===== src/rtl/mitm_session_controller.sv =====
// -----------------------------------------------------------------------------
// mitm_session_controller
//
// Glue between the two UART receivers/transmitters and the mode-select button
// of the UART man-in-the-middle top level.
//
//   * Bytes received on if0 are sent out on if1, and bytes received on if1 are
//     sent out on if0. Each byte is forwarded, substituted, dropped or
//     ROT13-encoded according to the active mode.
//   * Owns the one-hot mode register. A mode change requested during a session
//     is deferred until that session ends.
//   * Each direction has a small FIFO and a transmitter handshake FSM.
//   * Tracks session activity (comm_active) using an idle timeout.
//
// Ports:
//   sys_clk, rst              clock, synchronous active-high reset
//   mode_next                 single-cycle pulse requesting the next mode
//   mode_leds                 one-hot active mode
//   comm_active               session in progress
//   overflow                  sticky: a byte was dropped on a full FIFO
//   if0_rx_data/if0_rx_valid  byte strobe from the if0 receiver
//   if1_rx_data/if1_rx_valid  byte strobe from the if1 receiver
//   if0_tx_data/if0_tx_start  byte and start pulse to the if0 transmitter
//   if0_tx_ready              if0 transmitter idle
//   if1_tx_data/if1_tx_start  byte and start pulse to the if1 transmitter
//   if1_tx_ready              if1 transmitter idle
// -----------------------------------------------------------------------------

// -----------------------------------------------------------------------------
// mitm_direction
//
// One direction of the relay: a FIFO_DEPTH-entry FIFO followed by a
// transmitter handshake FSM. It issues a one-cycle start pulse when the
// transmitter is ready. It then waits for the transmitter to go busy and
// become ready again before it launches the next byte.
//
// Ports:
//   sys_clk, rst     clock, synchronous active-high reset
//   push_valid/data  byte to enqueue (already transformed)
//   push_dropped     pulse: push_valid hit a full FIFO and the byte was lost
//   tx_ready         transmitter idle
//   tx_data/start    byte and one-cycle start pulse to the transmitter
//   fifo_empty       no bytes queued
//   fsm_idle         handshake FSM is in IDLE
// -----------------------------------------------------------------------------
module mitm_direction #(
    parameter int NUM_DATA_BITS = 8,
    parameter int FIFO_DEPTH    = 4
) (
    input  logic                     sys_clk,
    input  logic                     rst,
    input  logic                     push_valid,
    input  logic [NUM_DATA_BITS-1:0] push_data,
    output logic                     push_dropped,
    input  logic                     tx_ready,
    output logic [NUM_DATA_BITS-1:0] tx_data,
    output logic                     tx_start,
    output logic                     fifo_empty,
    output logic                     fsm_idle
);

    localparam int AW = (FIFO_DEPTH > 1) ? $clog2(FIFO_DEPTH) : 1;

    typedef enum logic [1:0] {
        TX_IDLE,
        TX_WAIT_BUSY,
        TX_WAIT_DONE
    } tx_state_t;

    tx_state_t state, state_next;

    logic [NUM_DATA_BITS-1:0] mem [FIFO_DEPTH];
    logic [AW-1:0]            wr_ptr, rd_ptr;
    logic [AW:0]              count;
    logic                     full;
    logic                     pop;
    logic                     do_push;

    assign fifo_empty = (count == '0);
    assign full       = (count == (AW+1)'(FIFO_DEPTH));
    assign fsm_idle   = (state == TX_IDLE);

    // A full FIFO can still accept a byte when the head is popped on the
    // same edge.
    assign do_push      = push_valid && (!full || pop);
    assign push_dropped = push_valid && full && !pop;

    // Handshake FSM next-state logic. A byte is popped only from IDLE with
    // the transmitter ready. The FSM then sees the transmitter through a full
    // busy period before it returns to IDLE.
    always_comb begin
        state_next = state;
        pop        = 1'b0;
        case (state)
            TX_IDLE: begin
                if (!fifo_empty && tx_ready) begin
                    pop        = 1'b1;
                    state_next = TX_WAIT_BUSY;
                end
            end
            TX_WAIT_BUSY: begin
                if (!tx_ready) begin
                    state_next = TX_WAIT_DONE;
                end
            end
            TX_WAIT_DONE: begin
                if (tx_ready) begin
                    state_next = TX_IDLE;
                end
            end
            default: state_next = TX_IDLE;
        endcase
    end

    // State register plus the registered start pulse and data. tx_data keeps
    // the last byte sent until the next pop.
    always_ff @(posedge sys_clk) begin
        if (rst) begin
            state    <= TX_IDLE;
            tx_start <= 1'b0;
            tx_data  <= '0;
        end else begin
            state    <= state_next;
            tx_start <= pop;
            if (pop) begin
                tx_data <= mem[rd_ptr];
            end
        end
    end

    // FIFO storage. It needs no reset because the pointers and count define
    // which entries are valid.
    always_ff @(posedge sys_clk) begin
        if (do_push) begin
            mem[wr_ptr] <= push_data;
        end
    end

    // FIFO pointers and occupancy. The depth is a power of two, so the
    // pointers wrap naturally.
    always_ff @(posedge sys_clk) begin
        if (rst) begin
            wr_ptr <= '0;
            rd_ptr <= '0;
            count  <= '0;
        end else begin
            if (do_push) begin
                wr_ptr <= wr_ptr + 1'b1;
            end
            if (pop) begin
                rd_ptr <= rd_ptr + 1'b1;
            end
            case ({do_push, pop})
                2'b10:   count <= count + 1'b1;
                2'b01:   count <= count - 1'b1;
                default: count <= count;
            endcase
        end
    end

endmodule

module mitm_session_controller #(
    parameter int                       NUM_DATA_BITS       = 8,
    parameter int                       MODE_WIDTH          = 4,
    parameter int                       FIFO_DEPTH          = 4,
    parameter int                       IDLE_TIMEOUT_CYCLES = 1250,
    parameter logic [NUM_DATA_BITS-1:0] SUB_BYTE            = 8'h3F
) (
    input  logic                     sys_clk,
    input  logic                     rst,
    input  logic                     mode_next,
    output logic [MODE_WIDTH-1:0]    mode_leds,
    output logic                     comm_active,
    output logic                     overflow,
    input  logic [NUM_DATA_BITS-1:0] if0_rx_data,
    input  logic                     if0_rx_valid,
    input  logic [NUM_DATA_BITS-1:0] if1_rx_data,
    input  logic                     if1_rx_valid,
    output logic [NUM_DATA_BITS-1:0] if0_tx_data,
    output logic                     if0_tx_start,
    input  logic                     if0_tx_ready,
    output logic [NUM_DATA_BITS-1:0] if1_tx_data,
    output logic                     if1_tx_start,
    input  logic                     if1_tx_ready
);

    localparam int CW = $clog2(IDLE_TIMEOUT_CYCLES + 1);

    localparam logic [NUM_DATA_BITS-1:0] CH_UP_A = NUM_DATA_BITS'(8'h41);
    localparam logic [NUM_DATA_BITS-1:0] CH_UP_M = NUM_DATA_BITS'(8'h4D);
    localparam logic [NUM_DATA_BITS-1:0] CH_UP_Z = NUM_DATA_BITS'(8'h5A);
    localparam logic [NUM_DATA_BITS-1:0] CH_LO_A = NUM_DATA_BITS'(8'h61);
    localparam logic [NUM_DATA_BITS-1:0] CH_LO_M = NUM_DATA_BITS'(8'h6D);
    localparam logic [NUM_DATA_BITS-1:0] CH_LO_Z = NUM_DATA_BITS'(8'h7A);
    localparam logic [NUM_DATA_BITS-1:0] ROT_AMT = NUM_DATA_BITS'(13);

    typedef enum logic [3:0] {
        MODE_FORWARD     = 4'b0001,
        MODE_SUB0_BLOCK1 = 4'b0010,
        MODE_SUB1_BLOCK0 = 4'b0100,
        MODE_ROT13       = 4'b1000
    } mode_t;

    mode_t                    mode;
    logic                     pending;
    logic [CW-1:0]            idle_cnt;

    logic                     a_valid, b_valid;
    logic [NUM_DATA_BITS-1:0] a_data, b_data;
    logic                     a_dropped, b_dropped;
    logic                     a_empty, b_empty;
    logic                     a_idle, b_idle;
    logic                     any_rx;
    logic                     session_end;

    function automatic mode_t advance(input mode_t m);
        case (m)
            MODE_FORWARD:     return MODE_SUB0_BLOCK1;
            MODE_SUB0_BLOCK1: return MODE_SUB1_BLOCK0;
            MODE_SUB1_BLOCK0: return MODE_ROT13;
            default:          return MODE_FORWARD;
        endcase
    endfunction

    // The first half of each alphabet moves up by 13 and the second half
    // moves down by 13, so the result never leaves its case.
    function automatic logic [NUM_DATA_BITS-1:0] rot13(input logic [NUM_DATA_BITS-1:0] b);
        if (b >= CH_UP_A && b <= CH_UP_Z) begin
            return (b <= CH_UP_M) ? b + ROT_AMT : b - ROT_AMT;
        end else if (b >= CH_LO_A && b <= CH_LO_Z) begin
            return (b <= CH_LO_M) ? b + ROT_AMT : b - ROT_AMT;
        end
        return b;
    endfunction

    assign mode_leds = MODE_WIDTH'(mode);
    assign any_rx    = if0_rx_valid | if1_rx_valid;

    // The session ends once the timeout has expired and both directions have
    // fully drained. This includes a byte that has been popped but whose
    // transmitter has not finished.
    assign session_end = comm_active && (idle_cnt == '0) && a_empty && b_empty
                         && a_idle && b_idle && !any_rx;

    // Per-byte transform selected by the mode register as it stands this
    // cycle. A mode change on the same edge therefore does not affect the
    // byte. FIFO A carries if0 -> if1, and FIFO B carries if1 -> if0.
    always_comb begin
        a_valid = if0_rx_valid;
        a_data  = if0_rx_data;
        b_valid = if1_rx_valid;
        b_data  = if1_rx_data;
        case (mode)
            MODE_SUB0_BLOCK1: begin
                a_data  = SUB_BYTE;
                b_valid = 1'b0;
            end
            MODE_SUB1_BLOCK0: begin
                b_data  = SUB_BYTE;
                a_valid = 1'b0;
            end
            MODE_ROT13: begin
                a_data = rot13(if0_rx_data);
                b_data = rot13(if1_rx_data);
            end
            default: begin
            end
        endcase
    end

    // Session tracking. Every received byte counts as activity and restarts
    // the timeout, including bytes that the mode drops. The counter reaches
    // zero IDLE_TIMEOUT_CYCLES edges after the last byte. comm_active falls on
    // the following edge if nothing is still in flight.
    always_ff @(posedge sys_clk) begin
        if (rst) begin
            comm_active <= 1'b0;
            idle_cnt    <= '0;
        end else begin
            if (any_rx) begin
                comm_active <= 1'b1;
                idle_cnt    <= CW'(IDLE_TIMEOUT_CYCLES);
            end else begin
                if (idle_cnt != '0) begin
                    idle_cnt <= idle_cnt - 1'b1;
                end
                if (session_end) begin
                    comm_active <= 1'b0;
                end
            end
        end
    end

    // Mode register. Outside a session a press advances the mode immediately.
    // During a session a press is only remembered, and any number of presses
    // collapse into a single advance. That advance is applied on the edge where
    // the session ends. A press on that same edge counts as the remembered one.
    always_ff @(posedge sys_clk) begin
        if (rst) begin
            mode    <= MODE_FORWARD;
            pending <= 1'b0;
        end else if (session_end) begin
            if (pending || mode_next) begin
                mode <= advance(mode);
            end
            pending <= 1'b0;
        end else if (mode_next) begin
            if (!comm_active) begin
                mode <= advance(mode);
            end else begin
                pending <= 1'b1;
            end
        end
    end

    // The overflow flag is sticky. Once either FIFO drops a byte it stays set
    // until reset.
    always_ff @(posedge sys_clk) begin
        if (rst) begin
            overflow <= 1'b0;
        end else if (a_dropped || b_dropped) begin
            overflow <= 1'b1;
        end
    end

    mitm_direction #(
        .NUM_DATA_BITS (NUM_DATA_BITS),
        .FIFO_DEPTH    (FIFO_DEPTH)
    ) u_dir_a (
        .sys_clk      (sys_clk),
        .rst          (rst),
        .push_valid   (a_valid),
        .push_data    (a_data),
        .push_dropped (a_dropped),
        .tx_ready     (if1_tx_ready),
        .tx_data      (if1_tx_data),
        .tx_start     (if1_tx_start),
        .fifo_empty   (a_empty),
        .fsm_idle     (a_idle)
    );

    mitm_direction #(
        .NUM_DATA_BITS (NUM_DATA_BITS),
        .FIFO_DEPTH    (FIFO_DEPTH)
    ) u_dir_b (
        .sys_clk      (sys_clk),
        .rst          (rst),
        .push_valid   (b_valid),
        .push_data    (b_data),
        .push_dropped (b_dropped),
        .tx_ready     (if0_tx_ready),
        .tx_data      (if0_tx_data),
        .tx_start     (if0_tx_start),
        .fifo_empty   (b_empty),
        .fsm_idle     (b_idle)
    );

endmodule


===== config.mk =====
export PLATFORM = sky130hd
export DESIGN_NAME = mitm_session_controller
export DESIGN_NICKNAME = d
export VERILOG_FILES = /design/src/rtl/mitm_session_controller.sv
export SDC_FILE = /design/constraint.sdc
export NUM_CORES = 1
export LEC_CHECK = 0
export ABC_CLOCK_PERIOD_IN_PS = 3400
export CORE_ASPECT_RATIO = 1.75
export CORE_MARGIN = 5
export CORE_UTILIZATION = 50
export DETAILED_ROUTE_END_ITERATION = 16
export PLACE_DENSITY = 0.77
export SYNTH_ARGS = -nofsm -noshare
export SYNTH_HDL_FRONTEND = slang
export SYNTH_SLANG_ARGS = --single-unit

===== constraint.sdc =====
create_clock -name sys_clk -period 3.4 [get_ports sys_clk]
set_input_delay 0.34 -clock sys_clk [delete_from_list [all_inputs] [get_ports sys_clk]]
set_output_delay 0.34 -clock sys_clk [all_outputs]
set_load 0.05 [all_outputs]

# Word-level counts from Yosys, hierarchy flattened
# Memories as Yosys holds them, arrays and structs flattened. A register that Yosys moved wholly into a read port is not among the register bits.
# Index checks and enable logic that the tools add are counted.
[totals]
inputBits = 23
ramBits = 64
mem_count = 2
ff_bits = 38
elab_cells = 159
output_inout_bits = 24
[memory_table]
columns = ["name", "depth", "width", "read_ports", "rd_clocked_by_memory_dff", "wr", "line", "text"]
rows = [
  ["u_dir_a.mem", 4, 8, 1, 1, 1, "72", "logic [NUM_DATA_BITS-1:0] mem [FIFO_DEPTH];"],
  ["u_dir_b.mem", 4, 8, 1, 1, 1, "72", ""],
]
[op_classes]
n_reduce_logical = 46
n_lt_le_gt_ge = 12
n_bitwise = 1
eq_ne = 22
n_mux = 47
addsub = 13
[ops]
columns = ["operator", "n"]
rows = [
  ["2-to-1 mux 8 bit", 10],
  ["<= comparator 8 x 7 -> 1 bit, second input constant", 8],
  [">= comparator 8 x 7 -> 1 bit, second input constant", 4],
  ["case mux 8 bit (2 select lines)", 2],
  ["2-to-1 mux 11 bit", 2],
  ["logical AND 1 bit", 18],
  ["2-to-1 mux 1 bit", 18],
  ["adder 8 x 4 -> 8 bit, second input constant", 2],
  ["2-to-1 mux 4 bit", 4],
  ["subtractor 8 x 4 -> 8 bit, second input constant", 2],
  ["2-to-1 mux 2 bit", 6],
  ["case mux 2 bit (3 select lines)", 2],
  ["case mux 3 bit (2 select lines)", 2],
  ["case mux 4 bit (3 select lines)", 1],
  ["zero test 11 bit", 1],
  ["nonzero test 11 bit", 1],
  ["subtractor 11 x 1 -> 11 bit, second input constant", 1],
  ["nonzero test 2 bit", 5],
  ["AND reduction 3 bit", 3],
  ["adder 2 x 1 -> 2 bit, second input constant", 4],
  ["== test 2 x 1 -> 1 bit, second input constant", 4],
  ["== test 2 bit, second input constant", 4],
  ["inequality test 2 x 1 -> 1 bit, second input constant", 4],
  ["inequality test 2 bit, second input constant", 4],
  ["14 further kinds", 29],
]

# Longest topological paths before layout
# Gate-level depths: netlist (run 1).
[logic_depth]
word_depth = 9
depth_mapped = 10

# By module
# From an unflattened synthesis (run 1), not the netlist that was laid out.
[hier_totals]
hier_cells = 524
area_unflattened_um2 = 5823.1
[modules_own_cells]
columns = ["module", "instances", "seq_area_each_um2", "area_each_um2", "cells_per_inst"]
rows = [
  ["mitm_direction", 2, 1321.3, 2069.5, 149],
  ["mitm_session_controller", 1, 360.3, 1684.1, 226],
]

# Worst setup path after synthesis (run 1)
# Ideal clock, no wire load.
[synth_path]
kind = "reg2reg"
from = "register mode[2] (netlist: mode_leds[2])"
to = "register u_dir_a.count[2]"
stages_incl_launch_ff = 11
setup_slack_ps = 608
synth_period_minus_slack_ps = 2792
t_required_ps = 3329
setup_time_ps = 71
t_arrival_ps = 2722
n_path_buf = 0
path_cell_list = "dfxtp_1 > or4b_2 > nand2_1 > nor2_1 > inv_1 > ha_1 > inv_1 > fa_1 > xor2_1 > or3_1 > a21oi_1"
[synth_via]
elab_chain_cells = 5
word_cells_on_any_way = 7
classes_between = "eq/ne (3); mux (2); reduce/logical (2)"
[synth_rtl]
columns = ["element", "line", "text"]
rows = [
  ["start: declaration", "205", "mode_t mode;"],
  ["start signal: assignment", "305", "mode <= advance(mode);"],
  ["start signal: assignment", "310", "mode <= advance(mode);"],
  ["== test 4 x 3 -> 1 bit *", "254", "case (mode)"],
  ["2-to-1 mux 1 bit *", "254", ""],
  ["logical AND 1 bit *", "85", "assign do_push = push_valid && (!full || pop);"],
  ["== test 2 x 1 -> 1 bit or == test 2 bit (tied branches)", "153", "case ({do_push, pop})"],
  ["case mux 3 bit (2 select lines) or nonzero test 2 bit (tied branches)", "n/a", ""],
  ["end signal: assignment", "154", "2'b10: count <= count + 1'b1;"],
  ["end signal: assignment", "155", "2'b01: count <= count - 1'b1;"],
  ["end signal: assignment", "156", "default: count <= count;"],
  ["end: declaration", "74", "logic [AW:0] count;"],
]
# Every way passes the cells marked *; elsewhere a longest branch is shown, timed or not.
# A chain may end at the register's enable or synchronous reset.

# Worst setup path in the final report (run 1)
# Same ends and word-level chain as after synthesis.

==> out/metrics.cfg, run 1 <==
[global_route]
via_count_of_the_first_global_routing_pass=3818
grt_overflow_total=0
grt_antenna_before_repair=0
grt_max_degree=49
grt_first_pass_wirelength_mm=18.44
globalRouteTotalUtil_pct=18.23

[placement]
hpwlAfterDp_mm=8.103
port_buffers=46
post_dp_cell_area_sq_um=6127
routabilityCongestion=0.8334

[timing]
final-hold-violation-count=0
finClkSkew_ns=0.005654
min_period_over_period_pct=81.47
report.final.setup_viol=0
tightest_slew_margin_relative_to_the_limit_pct=39.70
maxClockFrequency_ghz=0.3610
final_total_negative_setup_slack_ns=0
tightest_slew_ns=0.8931
finalWorstPathRequiredPeriod_ns=2.770
finalMaxSlewViolations=0
setup_repair_after_global_routing_missed_its_margin=false
fin_hold_ws_ns=0.4967

[route]
detail_route.wl_per_cell_microns=17.39
drt_iter0_drc=138
drt-total-wl_mm=11.34
detail_route.drc_violations=0
via_per_inst=5.621
final_antenna_net_count=0
detailedRoute.firstPassIterationCount=4
routed-via-count=3665

[setup_path]
timing.critical_path.arrival_ns=3.11
rr_startpoint=mode_leds[2]
reg2reg_setup_slack_ns=0.63
critical_path.reg2reg.endpoint=u_dir_a.count[2]
worstPathMaxFanout=11
critPathKind=reg2reg
critPathLaunchType=flop
ff2ff_path_depth=10
endpoint_required_time_on_the_critical_path_ns=3.74
critical_path.endpoint_type=flop

[synthesis]
synth-edff-count=64
post_synthesis_cell_count=455
synth_area_sq_um=5518
synth_sequential_area_ratio_pct=54.42
ys_ff_latch=118
synth_nets=500
synth_flop_cell=sky130_fd_sc_hd__edfxtp_1
async_reset_ff_share_pct=0
post_synth.cell_area_avg_sq_um=12.13
synth_warnings=0
synth_cell_types=57

[floorplanning]
std_cell_rows=50
number_of_placed_i_o_pins=47
fp.coreArea_sq_um=10760
initial_core_util_pct=51.28
fp.dieH_microns=149.0
dieWidth_microns=89.41
die_area_sq_um=13320

[clock_network]
insertion_delay_ns=0.41
number_of_gates_resized_after_cts=0
clock_tree.root_cell=sky130_fd_sc_hd__clkbuf_16
cts_htree_levels=4
tritoncts=done
clock_tree.buffer_depth=2
clock-sinks=118
cts_inserted_buffers=17
post_cts_setup_buffers=0
postCtsHoldBufs=0
worst_setup_hold_path_clk_slew_ns=0.05

[final_layout]
num_antenna_cells=0
nets=554
area.growth.synth_to_final_pct=21.90
final_layout_size_suffix_gt1_share_pct=13.98
final_cell_area_sq_um=6726

[pwr]
peakVddDrop_mv=0.4475
total_leakage_power_nw=2.437
power.density_nw_per_um2=727.4
power.total_w=0.004893

[hold_path]
hold_path_end=u_dir_a.tx_data[2]
worst_hold_startpoint=u_dir_a.tx_data[2]
holdPathStages=2
hp-class=reg2reg

[status]
run_status=completed

[flow_run]
timing.max_cap.violations=0

[flip-flops by register name, summed over array words and instances (netlist names), 2 cells and up]
register / flops
u_dir_a.tx_data: 8
idle_cnt: 11
mode_leds: 4
u_dir_b.count: 3
u_dir_a.count: 3
u_dir_a.mem: 32
u_dir_a.wr_ptr: 2
u_dir_b.wr_ptr: 2
u_dir_b.mem: 32
u_dir_b.tx_data: 8
u_dir_a.state: 2
u_dir_b.rd_ptr: 2
u_dir_b.state: 2
u_dir_a.rd_ptr: 2
[cell families after synthesis]
logic type / Yosys count / share of synthesized area (%)
AO/OA/AOI/OAI: 56 / 6.871
multiplexers: 48 / 12.40
AND/OR/NAND/NOR: 143 / 13.99
flip-flops: 118 / 54.42
XOR/XNOR: 25 / 3.968
adder cells (fa/ha/maj): 22 / 5.261
buffers and inverters: 43 / 3.084
[critical path, stage by stage (launching register included)]
cell	delay, ns
sky130_fd_sc_hd__dfxtp_1	0.46
sky130_fd_sc_hd__or4b_2	0.79
sky130_fd_sc_hd__nand2_1	0.13
sky130_fd_sc_hd__nor2_1	0.06
sky130_fd_sc_hd__inv_1	0.06
sky130_fd_sc_hd__ha_1	0.17
sky130_fd_sc_hd__inv_1	0.06
sky130_fd_sc_hd__fa_1	0.38
sky130_fd_sc_hd__xor2_1	0.16
sky130_fd_sc_hd__or3_1	0.30
sky130_fd_sc_hd__a21oi_1	0.13
[final cells by class]
cell class | count | area [sq um]
Timing Repair Buffer | 54 | 520.5
Fill cell | 824 | 4034
Multi-Input combinational cell | 294 | 2351
Inverter | 24 | 90.09
Sequential cell | 118 | 3003
Clock buffer | 19 | 442.9
Clock inverter | 13 | 156.4
Tap cell | 130 | 162.7
[cells in the mapped netlist (2+ instances only)]
master / count / area, sq um
sky130_fd_sc_hd__nor3_2: 2 / 20.02
sky130_fd_sc_hd__nand2_1: 16 / 60.06
sky130_fd_sc_hd__and2_1: 10 / 62.56
sky130_fd_sc_hd__inv_1: 24 / 90.09
sky130_fd_sc_hd__o311ai_0: 2 / 17.52
sky130_fd_sc_hd__or3_1: 8 / 50.05
sky130_fd_sc_hd__xnor2_1: 12 / 105.1
sky130_fd_sc_hd__a21o_1: 2 / 15.01
sky130_fd_sc_hd__buf_1: 2 / 7.510
sky130_fd_sc_hd__fa_1: 2 / 40.04
sky130_fd_sc_hd__ha_1: 20 / 250.2
sky130_fd_sc_hd__mux2_2: 3 / 33.78
sky130_fd_sc_hd__xor2_1: 13 / 113.9
sky130_fd_sc_hd__nand4b_1: 2 / 17.52
sky130_fd_sc_hd__clkbuf_1: 10 / 37.54
sky130_fd_sc_hd__dfxtp_1: 54 / 1081
sky130_fd_sc_hd__nand3_1: 6 / 30.03
sky130_fd_sc_hd__edfxtp_1: 64 / 1922
sky130_fd_sc_hd__and4_1: 2 / 17.52
sky130_fd_sc_hd__nor4b_1: 5 / 43.79
sky130_fd_sc_hd__nor2b_1: 3 / 18.77
sky130_fd_sc_hd__o211ai_1: 2 / 15.01
sky130_fd_sc_hd__or4b_2: 3 / 30.03
sky130_fd_sc_hd__a31oi_1: 5 / 31.28
sky130_fd_sc_hd__mux4_2: 16 / 360.4
sky130_fd_sc_hd__nor2_1: 57 / 214.0
sky130_fd_sc_hd__nor3_1: 12 / 60.06
sky130_fd_sc_hd__a21oi_1: 19 / 95.09
sky130_fd_sc_hd__o21a_1: 3 / 22.52
sky130_fd_sc_hd__mux2i_1: 29 / 290.3
sky130_fd_sc_hd__nor4_1: 5 / 31.28
sky130_fd_sc_hd__o21ai_0: 9 / 45.04
sky130_fd_sc_hd__buf_2: 6 / 30.03
sky130_fd_sc_hd__or3b_2: 2 / 17.52
sky130_fd_sc_hd__nand3b_1: 3 / 22.52
[how the worst max path moves through the flow]
stage	from	to	slack [ns]
global route	if0_rx_data[1]	u_dir_a.mem[2][3]	0.46
detailed placement	if0_rx_data[1]	u_dir_a.mem[3][3]	0.24
floorplan	mode_leds[2]	u_dir_a.count[2]	0.61
finish	mode_leds[2]	u_dir_a.count[2]	0.63
CTS	mode_leds[2]	u_dir_a.count[2]	0.60
global placement	if0_rx_data[0]	u_dir_a.mem[0][3]	0.34
[power breakdown]
group          switching (W)  leakage [nW]  internal, W
registers           0.000177          1.03      0.00171
clock network       0.000624         0.283      0.00117
logic               0.000674          1.12     0.000546
[stage by stage]
step	setup WS, ns	instances	utilization (%)
after global routing	0.4643	652	62.51
after CTS	0.6024	652	62.51
after detailed placement	0.2362	620	56.94
after global placement	0.3391	620	56.94
final	0.6300	652	62.51
after floorplan	0.6077	455	-
[cell usage in the layout (no fill, tap or decap), types with 3 or more instances in the layout]
master	instances
sky130_fd_sc_hd__nor2b_1	3
sky130_fd_sc_hd__and2_1	10
sky130_fd_sc_hd__mux4_2	16
sky130_fd_sc_hd__o21a_1	3
sky130_fd_sc_hd__buf_4	8
sky130_fd_sc_hd__clkinvlp_4	4
sky130_fd_sc_hd__mux2_2	3
sky130_fd_sc_hd__nor3_1	12
sky130_fd_sc_hd__bufinv_16	3
sky130_fd_sc_hd__nand2_1	16
sky130_fd_sc_hd__nand3_1	6
sky130_fd_sc_hd__clkdlybuf4s50_1	46
sky130_fd_sc_hd__a31oi_1	5
sky130_fd_sc_hd__clkbuf_16	17
sky130_fd_sc_hd__dfxtp_1	54
sky130_fd_sc_hd__inv_1	24
sky130_fd_sc_hd__or4b_2	3
sky130_fd_sc_hd__edfxtp_1	64
sky130_fd_sc_hd__nor2_1	57
sky130_fd_sc_hd__xnor2_1	12
sky130_fd_sc_hd__clkinv_2	3
sky130_fd_sc_hd__nor4b_1	4
sky130_fd_sc_hd__or3_1	8
sky130_fd_sc_hd__o21ai_0	9
sky130_fd_sc_hd__a21oi_1	19
sky130_fd_sc_hd__mux2i_1	29
sky130_fd_sc_hd__nor4_1	5
sky130_fd_sc_hd__ha_1	20
sky130_fd_sc_hd__nand3b_1	3
sky130_fd_sc_hd__xor2_1	13
[routing by layer]
layer,track usage (%),wire length (microns),vias up
met1,19.87,4422,1807
met2,32.75,6301,77
met3,4.091,425,17
li1,-,-,1764
met4,7.899,187,0
met5,0,0,-
Note: power is estimated with default switching activity, not from simulation.
==> inputs of run 2 (changes only) <==
Settings changed: ABC_CLOCK_PERIOD_IN_PS 3400 to 2750.
Clock period 3.4 ns to 2.75 ns, I/O delays scaled along.
==> out/metrics.cfg, run 2 (same netlist as run 1, synthesis figures left out) <==
[timing]
maxClockFrequency_ghz=0.3937
finalMaxSlewViolations=0
fin_hold_ws_ns=0.4515
tightest_slew_ns=0.7442
setup_repair_after_global_routing_missed_its_margin=false
tightest_slew_margin_relative_to_the_limit_pct=49.93
final-hold-violation-count=0
finalWorstPathRequiredPeriod_ns=2.540
finClkSkew_ns=0.01076
report.final.setup_viol=0
min_period_over_period_pct=92.38

[pwr]
share_clk_of_total_power_pct=36.6
power.total_w=0.006214
total_leakage_power_nw=2.583
internal_power_w=0.004302
switching_share_pct=30.76
pwr-share-seq_pct=37.4
peakVddDrop_mv=0.5788
net-switching-power_w=0.001911
power.density_nw_per_um2=893.8
comb_power_share_pct=26.0

[route]
met3WireLength_microns=454
drt_iter0_drc=212
detail_route.drc_violations=0
detail_route.wl_per_cell_microns=17.20
via_per_inst=5.614
routed-via-count=3795
detailedRoute.firstPassIterationCount=4
met2_wirelength_mm=6.753
wl_met1_mm=4.174
final_antenna_net_count=0
drt-total-wl_mm=11.63
routed.top_layer=met4

[clock_network]
clock-sinks=118
clock_tree.root_cell=sky130_fd_sc_hd__clkbuf_16
postCtsHoldBufs=0
worst_setup_hold_path_clk_slew_ns=0.06
cts_inserted_buffers=17
number_of_gates_resized_after_cts=0
clock_tree.buffer_depth=2
post_cts_setup_buffers=0
tritoncts=done
insertion_delay_ns=0.41
cts_htree_levels=4

[setup_path]
crit_chain=or4b_2 -> nand2_1 -> nor2_1 -> inv_1 -> ha_1 -> inv_1 -> fa_1 -> xor2_1 -> or3_1 -> a21oi_1
worst_path_dominant_cell_family=simple AND/OR/NAND/NOR gates
reg2reg_setup_slack_ns=0.21
worstPathMaxFanout=7
critPathKind=reg2reg
critical_path.endpoint_type=flop
rr_startpoint=mode_leds[3]
crit_path_end=u_dir_a.count[2]
critical_path_s_slowest_cell=sky130_fd_sc_hd__or4b_2
ff2ff_path_depth=10
critPathMaxStageDelay_ns=0.65
worstPathBufferInverterCount=2
cp-startpoint=mode_leds[3]
cp_common_cell=sky130_fd_sc_hd__inv_1
worst-path-stages=10
endpoint_required_time_on_the_critical_path_ns=3.08
timing.critical_path.arrival_ns=2.87
critical_path.reg2reg.endpoint=u_dir_a.count[2]
critPathLaunchType=flop

[hold_path]
holdPathStages=2
hp-class=in2reg

[status]
run_status=completed

[global_route]
grt_first_pass_wirelength_mm=19.18
grt_max_degree=49
via_count_of_the_first_global_routing_pass=4038
grt_antenna_before_repair=0
globalRouteTotalUtil_pct=18.90
grt_overflow_total=0

[floorplanning]
number_of_placed_i_o_pins=47
dieWidth_microns=89.41
die_area_sq_um=13320
initial_core_util_pct=51.28
fp.dieH_microns=149.0
fp.coreArea_sq_um=10760
std_cell_rows=50

[flow_run]
timing.max_cap.violations=0

[final_layout]
num-fill-cells=774
num_antenna_cells=0
multiInputGateArea_sq_um=2351
layout.cells.most_common=sky130_fd_sc_hd__edfxtp_1
final_layout_size_suffix_gt1_share_pct=18.13
layout.area.seq_sq_um=3004
layout_top_registers=u_dir_a.mem x32, u_dir_b.mem x32, idle_cnt x11
nets=578
final_cell_mix=sky130_fd_sc_hd__edfxtp_1, sky130_fd_sc_hd__nor2_1, sky130_fd_sc_hd__dfxtp_1
area.growth.synth_to_final_pct=25.99

[placement]
routabilityCongestion=0.8322
port_buffers=46
hpwlAfterDp_mm=8.495

==> run 2: cell types whose count changed in the layout (fill, tap and decap cells not counted) <==
cell and delta:
sky130_fd_sc_hd__buf_4 +22, sky130_fd_sc_hd__clkbuf_8 -1, sky130_fd_sc_hd__clkinv_1 -1, sky130_fd_sc_hd__inv_6 +4, sky130_fd_sc_hd__clkinv_2 -3, sky130_fd_sc_hd__dfxtp_2 +1, sky130_fd_sc_hd__buf_12 +2, sky130_fd_sc_hd__dfxtp_1 -1
sky130_fd_sc_hd__inv_8 +1, sky130_fd_sc_hd__clkinv_4 +4, sky130_fd_sc_hd__clkinvlp_4 -4
==> run 2: stage by stage <==
step	worst slack, ns	TNS [ns]	cell area (sq um)	util (%)	instances
CTS	0.2120	0	6952	64.60	676
detailed placement	-0.07578	-0.2569	6334	58.86	644
floorplan	0.08113	0	5519	-	455
global placement	0.008630	0	6334	58.86	644
global route	0.1079	0	6952	64.60	676
finish	0.2097	0	6952	64.60	676
==> run 2: metal layers <==
metal,GRT usage [%],up-vias
li1,-,1821
met2,36.23,91
met1,18.50,1861
met3,4.809,22
met4,7.154,0
met5,0,-
==> run 2: power groups by stage <==
stage | clock network (W) | logic [W] | registers [W]
2_1_floorplan | 0 | 0.000903 | 0.00251
3_3_place_gp | 0 | 0.00156 | 0.00234
3_5_place_dp | 0 | 0.00161 | 0.00236
4_1_cts | 0.00231 | 0.00164 | 0.00233
5_1_grt | 0.00240 | 0.00175 | 0.00236
6_report | 0.00228 | 0.00162 | 0.00232
==> run 2: worst min path at each step <==
| stage | endpoint | slack (ns) | startpoint |
|---|---|---|---|
| CTS | u_dir_b.state[1] | 0.44 | if0_tx_ready |
| global route | u_dir_b.state[1] | 0.45 | if0_tx_ready |
| finish | u_dir_b.state[1] | 0.45 | if0_tx_ready |
| global placement | u_dir_b.tx_data[7] | 0.47 | u_dir_b.tx_data[7] |
| detailed placement | u_dir_b.tx_data[0] | 0.49 | u_dir_b.tx_data[0] |
| floorplan | u_dir_a.state[1] | 0.35 | if1_tx_ready |
==> run 2: layout make-up <==
class                      count  area share [%]
tap                          130           2.340
multi-input combinational    294           33.82
inverter                      24           1.296
sequential                   118           43.21
clock buffer                  18           6.174
clock inverter                14           2.718
timing repair buffer          78           10.44
